`src/rtl/alu_seq_if.sv`:
```
// Request/result bundle between the register-file read ports, alu_seq and the writeback mux.
// slave is the ALU side; master is the control-unit / testbench side.
interface alu_seq_if #(
    parameter int WIDTH       = 16,
    parameter int CONST_WIDTH = 8
);
    logic                   i_valid;
    logic                   o_ready;
    logic [3:0]             i_opcode;
    logic [1:0]             i_extra;
    logic [WIDTH-1:0]       i_data1;
    logic [WIDTH-1:0]       i_data2;
    logic [CONST_WIDTH-1:0] i_const;
    logic                   o_valid;
    logic [WIDTH-1:0]       o_data;
    logic [WIDTH-1:0]       o_data_hi;
    logic                   o_zero;
    logic                   o_carry;
    logic                   o_div_zero;

    modport slave (
        input  i_valid, i_opcode, i_extra, i_data1, i_data2, i_const,
        output o_ready, o_valid, o_data, o_data_hi, o_zero, o_carry, o_div_zero
    );

    modport master (
        output i_valid, i_opcode, i_extra, i_data1, i_data2, i_const,
        input  o_ready, o_valid, o_data, o_data_hi, o_zero, o_carry, o_div_zero
    );
endinterface

```
`src/rtl/alu_seq.sv`:
```
// Multi-cycle ALU: single-cycle ADD/SUB/AND/OR/SHIFT/MOVE, iterative unsigned MUL and DIV.
// Results and flags are registered and held until the next completion.
module alu_seq #(
    parameter int WIDTH       = 16,
    parameter int CONST_WIDTH = 8
) (
    input  logic       i_clk,
    input  logic       i_reset,
    alu_seq_if.slave   bus
);

    // state  | meaning
    // S_IDLE | ready; single-cycle ops complete on the accepting edge
    // S_MUL  | shift-add multiply, one multiplier bit per cycle
    // S_DIV  | restoring divide, one quotient bit per cycle
    typedef enum logic [1:0] {
        S_IDLE = 2'd0,
        S_MUL  = 2'd1,
        S_DIV  = 2'd2
    } state_t;

    localparam int CW = $clog2(WIDTH);

    localparam logic [3:0] OP_ADD   = 4'h0;
    localparam logic [3:0] OP_SUB   = 4'h1;
    localparam logic [3:0] OP_AND   = 4'h2;
    localparam logic [3:0] OP_OR    = 4'h3;
    localparam logic [3:0] OP_SHIFT = 4'h4;
    localparam logic [3:0] OP_MOVE  = 4'h7;
    localparam logic [3:0] OP_MUL   = 4'hA;
    localparam logic [3:0] OP_DIV   = 4'hB;

    localparam logic [CW-1:0]    CNT_LAST  = CW'(WIDTH - 1);
    localparam logic [WIDTH-1:0] SHIFT_LIM = WIDTH'(WIDTH);

    state_t           r_state;
    logic [CW-1:0]    r_cnt;
    logic [WIDTH-1:0] r_b;
    logic [WIDTH-1:0] r_hi;
    logic [WIDTH-1:0] r_lo;
    logic             r_valid;
    logic [WIDTH-1:0] r_data;
    logic [WIDTH-1:0] r_data_hi;
    logic             r_zero;
    logic             r_carry;
    logic             r_div_zero;

    state_t           w_state;
    logic [CW-1:0]    w_cnt;
    logic [WIDTH-1:0] w_b;
    logic [WIDTH-1:0] w_hi;
    logic [WIDTH-1:0] w_lo;
    logic             w_valid;
    logic [WIDTH-1:0] w_data;
    logic [WIDTH-1:0] w_data_hi;
    logic             w_zero;
    logic             w_carry;
    logic             w_div_zero;

    logic [WIDTH:0]   w_sum;
    logic [WIDTH:0]   w_diff;
    logic [WIDTH-1:0] w_shamt;
    logic [WIDTH-1:0] w_shift;
    logic [WIDTH:0]   w_mul_add;
    logic [WIDTH-1:0] w_mul_hi;
    logic [WIDTH-1:0] w_mul_lo;
    logic [WIDTH:0]   w_div_trial;
    logic [WIDTH:0]   w_div_sub;
    logic [WIDTH-1:0] w_div_hi;
    logic [WIDTH-1:0] w_div_lo;

    // Single-cycle datapath; diff[WIDTH] is set exactly when A < B.
    always_comb begin
        w_sum   = {1'b0, bus.i_data1} + {1'b0, bus.i_data2};
        w_diff  = {1'b0, bus.i_data1} - {1'b0, bus.i_data2};
        w_shamt = bus.i_extra[1] ? WIDTH'(bus.i_const) : bus.i_data2;
        if (w_shamt >= SHIFT_LIM) begin
            w_shift = '0;
        end else if (bus.i_extra[0]) begin
            w_shift = bus.i_data1 << w_shamt;
        end else begin
            w_shift = bus.i_data1 >> w_shamt;
        end
    end

    // One iteration of each multi-cycle algorithm, applied to the working registers.
    always_comb begin
        w_mul_add   = {1'b0, r_hi} + (r_lo[0] ? {1'b0, r_b} : '0);
        w_mul_hi    = w_mul_add[WIDTH:1];
        w_mul_lo    = {w_mul_add[0], r_lo[WIDTH-1:1]};

        // Remainder stays below the divisor, so the trial fits in WIDTH+1 bits and the
        // top bit of the subtraction is its sign.
        w_div_trial = {r_hi, r_lo[WIDTH-1]};
        w_div_sub   = w_div_trial - {1'b0, r_b};
        if (w_div_sub[WIDTH]) begin
            w_div_hi = w_div_trial[WIDTH-1:0];
            w_div_lo = {r_lo[WIDTH-2:0], 1'b0};
        end else begin
            w_div_hi = w_div_sub[WIDTH-1:0];
            w_div_lo = {r_lo[WIDTH-2:0], 1'b1};
        end
    end

    always_comb begin
        w_state    = r_state;
        w_cnt      = r_cnt;
        w_b        = r_b;
        w_hi       = r_hi;
        w_lo       = r_lo;
        w_valid    = 1'b0;
        w_data     = r_data;
        w_data_hi  = r_data_hi;
        w_zero     = r_zero;
        w_carry    = r_carry;
        w_div_zero = r_div_zero;

        case (r_state)
            S_IDLE: begin
                if (bus.i_valid) begin
                    w_valid    = 1'b1;
                    w_data     = '0;
                    w_data_hi  = '0;
                    w_carry    = 1'b0;
                    w_div_zero = 1'b0;
                    case (bus.i_opcode)
                        OP_ADD: begin
                            w_data  = w_sum[WIDTH-1:0];
                            w_carry = w_sum[WIDTH];
                        end
                        OP_SUB: begin
                            w_data  = w_diff[WIDTH-1:0];
                            w_carry = w_diff[WIDTH];
                        end
                        OP_AND:   w_data = bus.i_data1 & bus.i_data2;
                        OP_OR:    w_data = bus.i_data1 | bus.i_data2;
                        OP_SHIFT: w_data = w_shift;
                        OP_MOVE:  w_data = bus.i_data1;
                        OP_MUL: begin
                            w_valid    = 1'b0;
                            w_data     = r_data;
                            w_data_hi  = r_data_hi;
                            w_carry    = r_carry;
                            w_div_zero = r_div_zero;
                            w_state    = S_MUL;
                            w_cnt      = '0;
                            w_b        = bus.i_data2;
                            w_hi       = '0;
                            w_lo       = bus.i_data1;
                        end
                        OP_DIV: begin
                            if (bus.i_data2 == '0) begin
                                w_data     = '1;
                                w_data_hi  = bus.i_data1;
                                w_div_zero = 1'b1;
                            end else begin
                                w_valid    = 1'b0;
                                w_data     = r_data;
                                w_data_hi  = r_data_hi;
                                w_carry    = r_carry;
                                w_div_zero = r_div_zero;
                                w_state    = S_DIV;
                                w_cnt      = '0;
                                w_b        = bus.i_data2;
                                w_hi       = '0;
                                w_lo       = bus.i_data1;
                            end
                        end
                        default: w_data = '0;
                    endcase
                end
            end
            S_MUL: begin
                w_hi = w_mul_hi;
                w_lo = w_mul_lo;
                if (r_cnt == CNT_LAST) begin
                    w_state    = S_IDLE;
                    w_valid    = 1'b1;
                    w_data     = w_mul_lo;
                    w_data_hi  = w_mul_hi;
                    w_carry    = 1'b0;
                    w_div_zero = 1'b0;
                end else begin
                    w_cnt = r_cnt + 1'b1;
                end
            end
            S_DIV: begin
                w_hi = w_div_hi;
                w_lo = w_div_lo;
                if (r_cnt == CNT_LAST) begin
                    w_state    = S_IDLE;
                    w_valid    = 1'b1;
                    w_data     = w_div_lo;
                    w_data_hi  = w_div_hi;
                    w_carry    = 1'b0;
                    w_div_zero = 1'b0;
                end else begin
                    w_cnt = r_cnt + 1'b1;
                end
            end
            default: w_state = S_IDLE;
        endcase

        if (w_valid) begin
            w_zero = (w_data == '0);
        end
    end

    always_ff @(posedge i_clk) begin
        if (i_reset) begin
            r_state    <= S_IDLE;
            r_cnt      <= '0;
            r_b        <= '0;
            r_hi       <= '0;
            r_lo       <= '0;
            r_valid    <= 1'b0;
            r_data     <= '0;
            r_data_hi  <= '0;
            r_zero     <= 1'b1;
            r_carry    <= 1'b0;
            r_div_zero <= 1'b0;
        end else begin
            r_state    <= w_state;
            r_cnt      <= w_cnt;
            r_b        <= w_b;
            r_hi       <= w_hi;
            r_lo       <= w_lo;
            r_valid    <= w_valid;
            r_data     <= w_data;
            r_data_hi  <= w_data_hi;
            r_zero     <= w_zero;
            r_carry    <= w_carry;
            r_div_zero <= w_div_zero;
        end
    end

    assign bus.o_ready    = (r_state == S_IDLE);
    assign bus.o_valid    = r_valid;
    assign bus.o_data     = r_data;
    assign bus.o_data_hi  = r_data_hi;
    assign bus.o_zero     = r_zero;
    assign bus.o_carry    = r_carry;
    assign bus.o_div_zero = r_div_zero;

endmodule

```
`src/flat_wrapper.sv`:
```
// flat-port wrapper written by rule: the top's interface ports become plain ports
module alu_seq_flat 
#(
    parameter int WIDTH       = 16,
    parameter int CONST_WIDTH = 8
)
  (i_clk, i_reset, bus_i_valid, bus_i_opcode, bus_i_extra, bus_i_data1, bus_i_data2, bus_i_const, bus_o_ready, bus_o_valid, bus_o_data, bus_o_data_hi, bus_o_zero, bus_o_carry, bus_o_div_zero);
  alu_seq_if #(.WIDTH(WIDTH), .CONST_WIDTH(CONST_WIDTH)) bus_i ();
  input  logic i_clk;
  input  logic i_reset;
  input wire logic [$bits(bus_i.i_valid)-1:0] bus_i_valid;
  input wire logic [$bits(bus_i.i_opcode)-1:0] bus_i_opcode;
  input wire logic [$bits(bus_i.i_extra)-1:0] bus_i_extra;
  input wire logic [$bits(bus_i.i_data1)-1:0] bus_i_data1;
  input wire logic [$bits(bus_i.i_data2)-1:0] bus_i_data2;
  input wire logic [$bits(bus_i.i_const)-1:0] bus_i_const;
  output wire logic [$bits(bus_i.o_ready)-1:0] bus_o_ready;
  output wire logic [$bits(bus_i.o_valid)-1:0] bus_o_valid;
  output wire logic [$bits(bus_i.o_data)-1:0] bus_o_data;
  output wire logic [$bits(bus_i.o_data_hi)-1:0] bus_o_data_hi;
  output wire logic [$bits(bus_i.o_zero)-1:0] bus_o_zero;
  output wire logic [$bits(bus_i.o_carry)-1:0] bus_o_carry;
  output wire logic [$bits(bus_i.o_div_zero)-1:0] bus_o_div_zero;
  assign bus_i.i_valid = bus_i_valid;
  assign bus_i.i_opcode = bus_i_opcode;
  assign bus_i.i_extra = bus_i_extra;
  assign bus_i.i_data1 = bus_i_data1;
  assign bus_i.i_data2 = bus_i_data2;
  assign bus_i.i_const = bus_i_const;
  assign bus_o_ready = bus_i.o_ready;
  assign bus_o_valid = bus_i.o_valid;
  assign bus_o_data = bus_i.o_data;
  assign bus_o_data_hi = bus_i.o_data_hi;
  assign bus_o_zero = bus_i.o_zero;
  assign bus_o_carry = bus_i.o_carry;
  assign bus_o_div_zero = bus_i.o_div_zero;
  alu_seq #(.WIDTH(WIDTH), .CONST_WIDTH(CONST_WIDTH)) u_core (.i_clk(i_clk), .i_reset(i_reset), .bus(bus_i));
endmodule
```
`config.mk`:
```
export PLATFORM = sky130hd
export DESIGN_NAME = alu_seq_flat
export DESIGN_NICKNAME = d
export VERILOG_FILES = /design/src/rtl/alu_seq_if.sv /design/src/rtl/alu_seq.sv /design/src/flat_wrapper.sv
export SDC_FILE = /design/constraint.sdc
export NUM_CORES = 1
export LEC_CHECK = 0
export ABC_AREA = 0
export CORE_MARGIN = 4
export CORE_UTILIZATION = 35
export DETAILED_ROUTE_END_ITERATION = 8
export GPL_TIMING_DRIVEN = 0
export PLACE_DENSITY_LB_ADDON = 0.1
export SETUP_SLACK_MARGIN = 0.2
export SLEW_MARGIN = 20
export SYNTH_ARGS = -nofsm -noshare
export SYNTH_HDL_FRONTEND = slang
export SYNTH_SLANG_ARGS = --single-unit
```
`constraint.sdc`:
```
create_clock -name i_clk -period 3 [get_ports i_clk]
set_input_delay 0.3 -clock i_clk [delete_from_list [all_inputs] [get_ports i_clk]]
set_output_delay 0.3 -clock i_clk [all_outputs]
set_load 0.005 [all_outputs]
```
==> results of run 1 <==
==> power by group <==
part           switching [mW]  leakage, nW  total [mW]  internal, mW
sequential              0.125        0.735        1.43          1.31
clock                   0.515        0.135        1.16         0.648
combinational            1.65         4.52        2.97          1.32
==> routing by layer <==
metal	GRT usage [%]	wire (µm)	share of wire, %	up-vias
li1	-	-	-	5543
met1	38.5	20800	41	5752
met2	48.1	22800	45	659
met3	4.36	4020	7.9	168
met4	14.7	2940	5.8	0
met5	0	0	0	-
==> logic make-up (layout without fill, tap and decap cells) <==
group,count (synthesis),after routing,synth area share (%)
DFF,90,90,17.4
xor gates and xnor gates,35,35,2.96
muxes,76,76,8.93
buffers and inverters,175,338,6.78
AOI/OAI and AO/OA,475,475,31.1
adders and majority gates,89,89,11.0
other,0,1,0
and+or+nand+nor,478,478,21.8
==> state kept, by name, summed over array words and instances, names as in the netlist <==
name,count
u_core.bus.o_carry,1
u_core.bus.o_data,16
u_core.bus.o_data_hi,16
u_core.bus.o_div_zero,1
u_core.bus.o_valid,1
u_core.bus.o_zero,1
u_core.r_b,16
u_core.r_cnt,4
u_core.r_hi,16
u_core.r_lo,16
u_core.r_state,2
==> through the flow <==
| stage | instances | setup slack [ps] | utilization (%) | hold WS (ps) |
|---|---|---|---|---|
| global route | 1965 | -317 | 47.5 | 311 |
| CTS | 1944 | -234 | 45.7 | 346 |
| finish | 1966 | -231 | 47.5 | 300 |
| detailed placement | 1885 | -1920 | 40.8 | 464 |
| floorplan | 1418 | 157 | - | 445 |
| global placement | 1885 | -1900 | 40.8 | 453 |
==> worst min-delay path, stage by stage <==
cell and delay [ps]:
buf_12 130, nand2_1 80, a31oi_1 80
==> layout make-up <==
class                   instances  area, µm²  share of cell area (%)
clock buffers                  10        229                    1.67
plain buffers                 101        723                    5.26
repair buffers                148       1350                    9.83
multi-input cells            1153       8770                    63.8
diodes                          1       2.50                  0.0182
inverters                      73        305                    2.22
well taps                     384        480                    3.50
clock inverters                 6       66.3                   0.482
flip-flops and latches         90       1810                    13.2
==> final timing paths <==
kind / cells past startpoint / end / slack (ps) / startpoint
setup / recovery: 15 / u_core.bus.o_data_hi[5]$_SDFFE_PP0P_ / -230 / u_core.r_lo[15]$_SDFFE_PP0P_
hold reg to reg: 2 / u_core.bus.o_carry$_SDFFE_PP0P_ / 460 / u_core.bus.o_carry$_SDFFE_PP0P_
setup reg to reg: 15 / u_core.bus.o_data_hi[5]$_SDFFE_PP0P_ / -230 / u_core.r_lo[15]$_SDFFE_PP0P_
hold / removal: 3 / u_core.bus.o_data_hi[0]$_SDFFE_PP0P_ / 300 / bus_i_data1[0]
==> repair_timing <==
action,in CTS,in global routing
resized for setup,279,132
pin swaps,69,44
setup buffers,44,21
endpoints found under the setup margin,73,62
==> cells in the final DEF, fill, tap and decap left out, drive strengths merged, types with 21 or more instances in the layout <==
master,count
buf,94
nand3,39
and2,27
a21oi,98
a22oi,27
clkdlybuf4s50,54
xnor2,21
o21ai,90
dfxtp,90
a211oi,25
nor2,146
nand2,145
mux2i,49
a31oi,37
inv,68
o211ai,33
nor3,35
ha,85
clkbuf,96
==> metrics, run 1 <==
fin crit share 108%; count of cell types in the netlist 88; Setup crit start kind flop; clock buffer count from CTS 9; Synth top cells by count nand2_1, nor2_1, a21oi_1; CP max-delay cell a211o_1; DRT iter0 DRCs 1083; number of global-route vias before repair 11700; dominant synthesized flop cell dfxtp_1; placed cell areas 0.0118 mm²; Fin Clk Skew 8.11 ps; crit path DAT 3440 ps; First-pass DRT Iterations 6; filler instances 2937; TritonCTS clock tree built; Hold Vio Cnt, Final 0; Global Route Usage Sum 29.6%; Worst Path Buf+Inv 3; slew margin rel. 34.8%; I/O Pins 86; CP cell instances inv_4, ha_4, inv_2, fa_2, a211oi_2, o211ai_1, nand3_1, nand3_2, a211o_1, nand3_4, buf_12, mux2_4, a22o_1, nand2_2, a31oi_1; Pleak 5.39 nW; Worst Hold Class input pin to flop; ranking of synthesized cells by area dfxtp_1, ha_1, nand2_1, nor2_1, a21oi_1; area fraction of the dominant cell type after synthesis 17.4%; wire length per cell 25.7 µm; crit path time final 3230 ps; Max VDD drop 0.396 mV; post-route design area 0.0137 mm²; initial antenna violation count 2; average size of a mapped cell 7.31 µm²; critical path endpoint category flop; Final Total Pwr 5.56 mW; measured slew at the worst slew-check pin 968 ps; GRT overflow 0; Cell Area, Synth 0.0104 mm²; GP Congestion 1.00; violated checks negative setup slack; crit-path max FO 7; RSZ-0062 raised after global routing yes; max-cap violation count 0; share of cells above drive strength 1 22.1%; Mapped Cells 1418; worst skew pair latency 350 ps; area grow syn2layout 32.6%; # hold bufs at CTS 0; Clock transition at path regs 60 ps; final setup fails 34; count of input and output buffers 83; largest net degree at the start of global routing 16; core area 0.0289 mm²; Die Y 180 µm; H-tree levels 3; Final HPWL DP 39000 µm; max-slew violations 0; part of the Yosys area used for sequential elements 17.4%; Initial Util 35.8%; die extent in x 180 µm; fin nets 1714; final worst slack -231 ps; CP peak stage delay 380 ps; share of synthesized flip-flops with an asynchronous set or reset 0%; clock root buffer clkbuf_16; outcome complete, but fails checks; # rows 62; cell family with most CP delay compound AO/OA/AOI/OAI gates; residual DRC count 0; global-route wire length before repair 74600 µm; Clock Sinks 90; vias per inst 6.17; Die ar. 0.0324 mm²; Post-synth EDFFs 0; maximum buffer depth of the clock tree 2; setup TNS -4980 ps; Seq cells post-synth 90; Mapped Nets 1556; P per Cell Area 405 mW/mm²; DR vias 12100; WL final 50500 µm; Synth Warn # 0; Crit Path Class flop to flop; Req. time, crit path 3210 ps; post-synth top area cell dfxtp_1; Routed Antenna Nets 0; Max Freq 310 MHz
(Power assumes the default switching activity.)
==> run 2, diff against run 1 <==
Settings changed: ABC_AREA 0 to 1, DONT_BUFFER_PORTS set to 1, PLACE_DENSITY_LB_ADDON 0.1 to 0.08.
==> run 2 against run 1 <==
The run now ends clean. Clock power increased by 13%. Count of clock-buffer cells in the layout decreased by 1. Total power increased by 19%. Maximum frequency increased by 17%. Cell count increased by 8.6%.
==> metrics, run 2 <==
Final HPWL DP 37700 µm; Switching Share 48.5%; # rows 62; Hold Vio Cnt, Final 0; initial antenna violation count 1; DR vias 12100; maximum buffer depth of the clock tree 2; Pleak 5.18 nW; GP Congestion 0.973; Gate power share 55.6%; filler instances 3238; part of the Yosys area used for sequential elements 17.5%; largest net degree at the start of global routing 17; critical path endpoint category flop; Mapped Nets 1850; # hold bufs at CTS 0; Crit Path Class flop to flop; H-tree levels 3; First-pass DRT Iterations 5; share of cells above drive strength 1 12.0%; clock root buffer clkbuf_16; Critical Path Sink u_core.r_hi[15]$_SDFFE_PP0P_; core area 0.0289 mm²; crit-path max FO 7; Clock transition at path regs 80 ps; Synth top cells by count nand2_1, a21oi_1, inv_1; I/O Pins 86; Routed Antenna Nets 0; Sequential Area 0.00181 mm²; area fraction of the dominant cell type after synthesis 17.5%; P per Cell Area 564 mW/mm²; slew margin rel. 36.3%; P_int 3.41 mW; average size of a mapped cell 6.00 µm²; Mapped Cells 1712; Worst R2R Setup Slack 250 ps; Initial Util 35.6%; crit path DAT 2980 ps; Worst Hold Class input pin to flop; crit path time final 2750 ps; critical path launch point u_core.r_lo[0]$_SDFFE_PP0P_; final setup fails 0; fin nets 1885; DRT iter0 DRCs 1147; n_diodes 0; Seq cells post-synth 90; fin crit share 91.7%; commonest non-fill, non-tap cell in the layout nand2_1; Fin Clk Skew 19.0 ps; TritonCTS clock tree built; count of input and output buffers 0; Reg-to-Reg End u_core.r_hi[15]$_SDFFE_PP0P_; worst r2r src u_core.r_lo[0]$_SDFFE_PP0P_; setup TNS 0 ps; Clock Sinks 90; final worst slack 248 ps; Cell Area, Synth 0.0103 mm²; Place WS -766 ps; global-route wire length before repair 70000 µm; ranking of synthesized cells by area dfxtp_1, nand2_1, ha_1, a21oi_1, nand3_1; Die ar. 0.0322 mm²; Die Y 179 µm; max-cap violation count 0; Synth Warn # 0; Req. time, crit path 3220 ps; Post-synth EDFFs 0; max-slew violations 0; Max Freq 363 MHz; most instantiated library cell after synthesis nand2_1; measured slew at the worst slew-check pin 931 ps; Global Route Usage Sum 28.7%; count of cell types in the netlist 64; dominant synthesized flop cell dfxtp_1; residual DRC count 0; Max VDD drop 0.355 mV; RSZ-0062 raised after global routing yes; most frequent cells in the layout nand2_1, inv_1, a21oi_1; Worst R2R Path Depth 21; wire length per cell 22.0 µm; clock buffer count from CTS 9; multi-input combinational cell area 0.00766 mm²; clock power share 19.8%; area grow syn2layout 14.2%; number of global-route vias before repair 11500; Setup crit start kind flop; share of synthesized flip-flops with an asynchronous set or reset 0%; worst skew pair latency 370 ps; Psw 3.21 mW; die extent in x 179 µm; post-synth top area cell dfxtp_1; outcome completed; vias per inst 5.67; GRT overflow 0; WL final 47000 µm; Sequential Power Share 24.6%
## run 2: logic make-up after synthesis
family / after synthesis / share of synthesized area, %
buf+inv: 289 / 11.8
simple gates: 749 / 31.9
compound gates: 479 / 26.2
fa+ha+maj: 89 / 11.1
flops: 90 / 17.5
xor+xnor: 16 / 1.36
## run 2: area by class of cell
cell class	instances	area share, %
buffer	84	4.06
multi-input combinational	1333	65.3
clock buffer	9	1.92
inverter	205	6.63
tap	384	4.10
sequential	90	15.4
timing repair buffer	24	1.70
clock inverter	7	0.864
## run 2: stage by stage
| stage | util [%] | total power, mW | hold slack, ps | std cells | area, µm² |
|---|---|---|---|---|---|
| 2_1_floorplan | - | 3.86 | 448 | 1712 | 10300 |
| 3_3_place_gp | 37.3 | 4.90 | 469 | 2096 | 10800 |
| 3_5_place_dp | 37.3 | 4.89 | 475 | 2096 | 10800 |
| 4_1_cts | 39.3 | 6.36 | 83.8 | 2128 | 11300 |
| 5_1_grt | 40.6 | 7.06 | 99.0 | 2136 | 11700 |
| 6_report | 40.6 | 6.62 | 83.1 | 2136 | 11700 |
## run 2: power groups by stage
stage / registers [mW] / logic [mW] / clock network (mW)
floorplan: 1.55 / 2.30 / 0
global placement: 1.64 / 3.26 / 0
detailed placement: 1.64 / 3.25 / 0
CTS: 1.62 / 3.43 / 1.31
global route: 1.66 / 4.06 / 1.34
finish: 1.63 / 3.68 / 1.31
## run 2: timing repair
item / CTS / global route
resized for setup: 40 / 91
pin swaps: 13 / 31
setup endpoints to repair: 32 / 36
buffers inserted: 16 / 8
## run 2: per-layer routing
metal  global-route usage, %  share of wire, %  vias to the layer above
met5                       0                 0                        -
met4                    12.9               4.9                        0
met3                    3.71               6.2                      110
met2                    50.1                48                      460
met1                    35.2                41                     5668
li1                        -                 -                     5869
## run 2: worst min-delay path by stage
stage / start / to / slack, ps / depth (start not counted)
global route: bus_i_data2[0] / u_core.r_b[0]$_SDFFE_PP0P_ / 100 / 2
detailed placement: u_core.r_b[6]$_SDFFE_PP0P_ / u_core.r_b[6]$_SDFFE_PP0P_ / 480 / 2
floorplan: u_core.r_b[10]$_SDFFE_PP0P_ / u_core.r_b[10]$_SDFFE_PP0P_ / 450 / 2
finish: bus_i_data2[0] / u_core.r_b[0]$_SDFFE_PP0P_ / 80 / 2
global placement: u_core.r_b[6]$_SDFFE_PP0P_ / u_core.r_b[6]$_SDFFE_PP0P_ / 470 / 2
CTS: bus_i_data2[0] / u_core.r_b[0]$_SDFFE_PP0P_ / 80 / 2
## run 2: critical path, cell delays in order (launching register included)
cell and delay [ps]:
dfxtp_2 320, buf_8 130, nand2_2 50, inv_2 40, ha_4 150, fa_2 370
nand2_2 90, nand2_2 70, nand2_2 90, nand2_4 60, a21oi_4 160, nor2_2 50
o21a_1 210, nor2_4 130, o21ai_4 80, nand3_2 90, nand2_4 70, nand3_2 70
a21oi_2 50, a21o_1 210, nand2_2 80, a21oi_2 60
